==> src/rtl/inst_fetch_buf.sv <==
// Instruction fetch buffer: issues PCs to instruction memory, pairs in-order
// responses with their PCs and queues them for decode; flush drops all in-flight work.
module inst_fetch_buf #(
  parameter int ADDR_W = 32,
  parameter int DATA_W = 32,
  parameter int DEPTH  = 4
) (
  input  logic              clk,
  input  logic              rst,
  input  logic [ADDR_W-1:0] pc_i,
  input  logic              pc_valid_i,
  output logic              pc_ready_o,
  input  logic              flush_i,
  output logic              imem_req_o,
  output logic [ADDR_W-1:0] imem_addr_o,
  input  logic              imem_gnt_i,
  input  logic              imem_rvalid_i,
  input  logic [DATA_W-1:0] imem_rdata_i,
  output logic              id_valid_o,
  output logic [DATA_W-1:0] id_inst_o,
  output logic [ADDR_W-1:0] id_pc_o,
  input  logic              id_ready_i
);
  localparam int PW = $clog2(DEPTH);
  localparam int CW = PW + 1;

  logic [CW-1:0] live_cnt_reg, stale_cnt_reg, fifo_cnt_reg;
  logic [CW-1:0] live_cnt_next, stale_cnt_next, fifo_cnt_next;
  logic [PW-1:0] fifo_wr_ptr_reg, fifo_rd_ptr_reg;
  logic [PW-1:0] pcq_wr_ptr_reg, pcq_rd_ptr_reg;

  logic [DATA_W-1:0] inst_mem [DEPTH];
  logic [ADDR_W-1:0] pc_mem   [DEPTH];
  logic [ADDR_W-1:0] pcq_mem  [DEPTH];

  logic [CW:0] in_use;
  logic        grant;
  logic        rsp_take;
  logic        rsp_stale;
  logic        rsp_any;
  logic        fifo_push;
  logic        fifo_pop;

  // Credit check uses registered counts only, so a pop this cycle frees no slot yet.
  assign in_use = {1'b0, live_cnt_reg} + {1'b0, stale_cnt_reg} + {1'b0, fifo_cnt_reg};
  assign imem_req_o  = !rst && pc_valid_i && !flush_i && (in_use < (CW+1)'(DEPTH));
  assign imem_addr_o = pc_i;
  assign grant       = imem_req_o && imem_gnt_i;
  assign pc_ready_o  = grant;

  assign rsp_stale = imem_rvalid_i && (stale_cnt_reg != '0);
  assign rsp_take  = !rst && imem_rvalid_i && !flush_i && (stale_cnt_reg == '0) && (live_cnt_reg != '0);
  assign rsp_any   = imem_rvalid_i && ((stale_cnt_reg != '0) || (live_cnt_reg != '0));
  assign fifo_push = rsp_take;
  assign fifo_pop  = id_valid_o && id_ready_i && !flush_i;

  assign id_valid_o = !rst && (fifo_cnt_reg != '0);
  assign id_inst_o  = id_valid_o ? inst_mem[fifo_rd_ptr_reg] : '0;
  assign id_pc_o    = id_valid_o ? pc_mem[fifo_rd_ptr_reg]   : '0;

  always_comb begin
    live_cnt_next  = live_cnt_reg;
    stale_cnt_next = stale_cnt_reg;
    fifo_cnt_next  = fifo_cnt_reg;
    if (flush_i) begin
      // Every live fetch becomes stale, except one whose response lands right now.
      live_cnt_next  = '0;
      fifo_cnt_next  = '0;
      stale_cnt_next = stale_cnt_reg + live_cnt_reg - CW'(rsp_any);
    end else begin
      live_cnt_next  = live_cnt_reg + CW'(grant) - CW'(rsp_take);
      stale_cnt_next = stale_cnt_reg - CW'(rsp_stale);
      fifo_cnt_next  = fifo_cnt_reg + CW'(fifo_push) - CW'(fifo_pop);
    end
  end

  always_ff @(posedge clk) begin
    if (rst) begin
      live_cnt_reg    <= '0;
      stale_cnt_reg   <= '0;
      fifo_cnt_reg    <= '0;
      fifo_wr_ptr_reg <= '0;
      fifo_rd_ptr_reg <= '0;
      pcq_wr_ptr_reg  <= '0;
      pcq_rd_ptr_reg  <= '0;
    end else begin
      live_cnt_reg  <= live_cnt_next;
      stale_cnt_reg <= stale_cnt_next;
      fifo_cnt_reg  <= fifo_cnt_next;
      if (flush_i) begin
        fifo_wr_ptr_reg <= '0;
        fifo_rd_ptr_reg <= '0;
        pcq_wr_ptr_reg  <= '0;
        pcq_rd_ptr_reg  <= '0;
      end else begin
        fifo_wr_ptr_reg <= fifo_wr_ptr_reg + PW'(fifo_push);
        fifo_rd_ptr_reg <= fifo_rd_ptr_reg + PW'(fifo_pop);
        pcq_wr_ptr_reg  <= pcq_wr_ptr_reg + PW'(grant);
        pcq_rd_ptr_reg  <= pcq_rd_ptr_reg + PW'(rsp_take);
      end
    end
  end

  // Storage arrays carry no reset; validity is tracked by the counters.
  always_ff @(posedge clk) begin
    if (grant) begin
      pcq_mem[pcq_wr_ptr_reg] <= pc_i;
    end
    if (fifo_push) begin
      inst_mem[fifo_wr_ptr_reg] <= imem_rdata_i;
      pc_mem[fifo_wr_ptr_reg]   <= pcq_mem[pcq_rd_ptr_reg];
    end
  end

endmodule
==> config.mk <==
export PLATFORM = sky130hd
export DESIGN_NAME = inst_fetch_buf
export DESIGN_NICKNAME = d
export VERILOG_FILES = /design/src/rtl/inst_fetch_buf.sv
export SDC_FILE = /design/constraint.sdc
export NUM_CORES = 1
export LEC_CHECK = 0
export ABC_CLOCK_PERIOD_IN_PS = 19300
export CAP_MARGIN = 20
export CORE_MARGIN = 2
export CORE_UTILIZATION = 35
export DETAILED_ROUTE_END_ITERATION = 10
export SYNTH_ARGS = -nofsm -noshare
export SYNTH_HDL_FRONTEND = slang
export SYNTH_SLANG_ARGS = --single-unit
export TNS_END_PERCENT = 30
==> constraint.sdc <==
create_clock -name clk -period 19.3 [get_ports clk]
set_input_delay 2.895 -clock clk [delete_from_list [all_inputs] [get_ports clk]]
set_output_delay 2.895 -clock clk [all_outputs]
set_load 0.01 [all_outputs]
==> impl_metrics.ini <==
[placement]
postPlaceCellArea_um2 = 17800
dp_slack_ns = 11.20
hpwl_mm = 16.7
numPortBuffers = 169
place_congestion = 0.705
dp.cells = 1433

[setup_path]
critPathLaunchType = input port
critPathMaxStageDelay_ns = 0.56
crit_fanout = 10
required_ns = 16.41
cp.arrival_ns = 5.19
critical_path.top_delay_family = buffers and inverters
end_kind = output pin
cp_slowest_cell = clkdlybuf4s50_1
crit_type = in -> out
cp_cell_sequence = clkdlybuf4s50_1 -> nor2_1 -> nand4_1 -> inv_1 -> clkdlybuf4s50_1
critPathMostFrequentCell = clkdlybuf4s50_1
critPathBufInv = 3

[finish]
drive_gt1_frac = 0.199
synthToLayoutAreaGrowth_pct = 22.3
layout.cells.non_filler = 1512
post-route-cell-area_um2 = 19100
num_antenna_cells = 0
nNetsFinal = 978
fin_util = 0.432
reg_top3 = inst_mem: 128 flops, pc_mem: 128 flops, pcq_mem: 128 flops

[timing]
fin_skew_ns = 0.0246
post-route-min-period_ns = 8.08
setup_tns_ns = 0
setup_violations = 0
worst_slew_pin_slew_ns = 1.08
timing.final.ws_setup_ns = 11.22
slew_viol_final = 0
fin_crit_sh = 0.419
rsz0062_at_grt = no
hold_viol = 0
clock.fmax_mhz = 124
holdWs_ns = 0.563
relSlewSlack = 0.278

[logic_synthesis]
async_reset_ff_frac = 0
synth_edf_count = 384
yosysMostFrequentCell = edfxtp_1
syn-num-nets = 817
yosysSeqAreaShare = 0.762
yosysTopAreaCell = edfxtp_1
synthTopCellsByArea = edfxtp_1 (74%), mux4_2 (14%), and2_1 (2.9%)
postSynthAreaPerCell_um2 = 21.5
synthCells = 725
synthFlopType = edfxtp_1
synth_top_area_share = 0.740
synth.distinct_cells = 28
ys_top_cells_by_count = edfxtp_1 (384), mux4_2 (96), and2_1 (73), buf_4 (38), nor2_1 (18)
ys.warnings.count = 0
netlist_area_um2 = 15600
ys_ff_latch = 401

[min_path]
worstHoldPathType = reg -> reg

[clock_network]
ctsResizeCount = 0
h-tree-depth = 2
path_clk_slew_ns = 0.05
cts_root_buffer = clkbuf_16
postCtsSetupRepairBufs = 0
cts_tree = yes
clock_path_buffers = 3
cts_sinks = 401
numCtsBuffers = 43
hold_buffers = 0
clk_latency_ns = 0.55

[drt]
drc = 0
dr.pass1.iters = 4
num_vias = 7054
ant_nets = 0
wl_per_cell_um = 19.8
first_iter_violations = 328
via_per_inst = 4.67
wirelength_mm = 30.0

[pwr]
p_per_area_nw_per_um2 = 93.8
share_comb_of_total_power = 0.040
power_mw = 1.79
clkPwrFrac = 0.423
seqPwrFrac = 0.536
switchingPower_uw = 363
p_sw_frac = 0.203
p_leak_nw = 5.96
vdd_drop_max_uv = 42.7
intPower_mw = 1.42

[grt]
grt_overflow = 0
grt_first_pass_wirelength_mm = 45.3
grt_pass1_vias = 7588
antenna_found_initial = 0
track_usage = 0.130
grt_max_degree = 66

[die]
floorplan.die.width_um = 215
row_count = 77
core-area_um2 = 44100
die_h_um = 215
start_util = 0.353
io_pins = 170
die-area_um2 = 46200

[run]
max_cap_viol_count = 0

[status]
status = finished clean
[power groups by stage]
stage / logic [mW] / clock network [mW] / registers (mW)
finish: 0.0716 / 0.757 / 0.959
global route: 0.0807 / 0.816 / 0.959
CTS: 0.0729 / 0.782 / 0.959
detailed placement: 0.0723 / 0 / 0.978
global placement: 0.0698 / 0 / 0.977
floorplan: 0.0377 / 0 / 0.977
[per-layer routing]
layer	global-route usage	wire [um]
met1	0.164	12900
met2	0.227	15200
met3	0.0245	1280
met4	0.0421	545
met5	0	0
[logic make-up (layout without fill, tap and decap cells)]
logic type	count (synthesis)	count (layout)	share of synthesized area
xor gates and xnor gates	10	10	0.00562
adders and majority gates	21	21	0.0198
AOI/OAI and AO/OA	5	5	0.00201
DFF	401	401	0.762
buffers and inverters	80	275	0.0303
muxes	96	96	0.139
and+or+nand+nor	112	112	0.0418
[worst min-delay path: stages, from the launching register on]
cell and delay [ns]:
dfxtp_1 0.34, xnor2_1 0.13, nor2_1 0.07
[final timing paths]
check | start | cells after the start | endpoint | slack, ns
max reg2reg | live_cnt_reg[1] | 13 | live_cnt_reg[2] | 15.62
min reg2reg | fifo_cnt_reg[1] | 2 | fifo_cnt_reg[2] | 0.56
min | fifo_cnt_reg[1] | 2 | fifo_cnt_reg[2] | 0.56
max | rst | 5 | pc_ready_o | 11.22
[cell usage in the layout (no fill, tap or decap), types with 2 or more instances in the layout]
master	count
a21oi_1	3
and2_1	73
buf_4	11
clkbuf_1	9
clkbuf_16	44
clkdlybuf4s50_1	169
clkinv_1	8
clkinv_2	10
clkinvlp_4	4
dfxtp_1	13
dfxtp_2	2
dfxtp_4	2
edfxtp_1	384
fa_1	6
ha_1	15
inv_1	16
mux4_2	96
nand2_1	6
nor2_1	15
nor2_4	3
nor3_1	2
nor3_2	2
nor3b_2	2
nor3b_4	2
or3_1	2
xnor2_1	7
xor2_1	3
[final cells by class]
type	count	area, um2
clock inverters	26	174
inverters	16	60.1
clock buffers	53	1130
flip-flops and latches	401	11900
well taps	592	741
fillers	3883	25100
multi-input cells	244	3290
repair buffers	180	1770
Power figures use the tool's default switching activity.
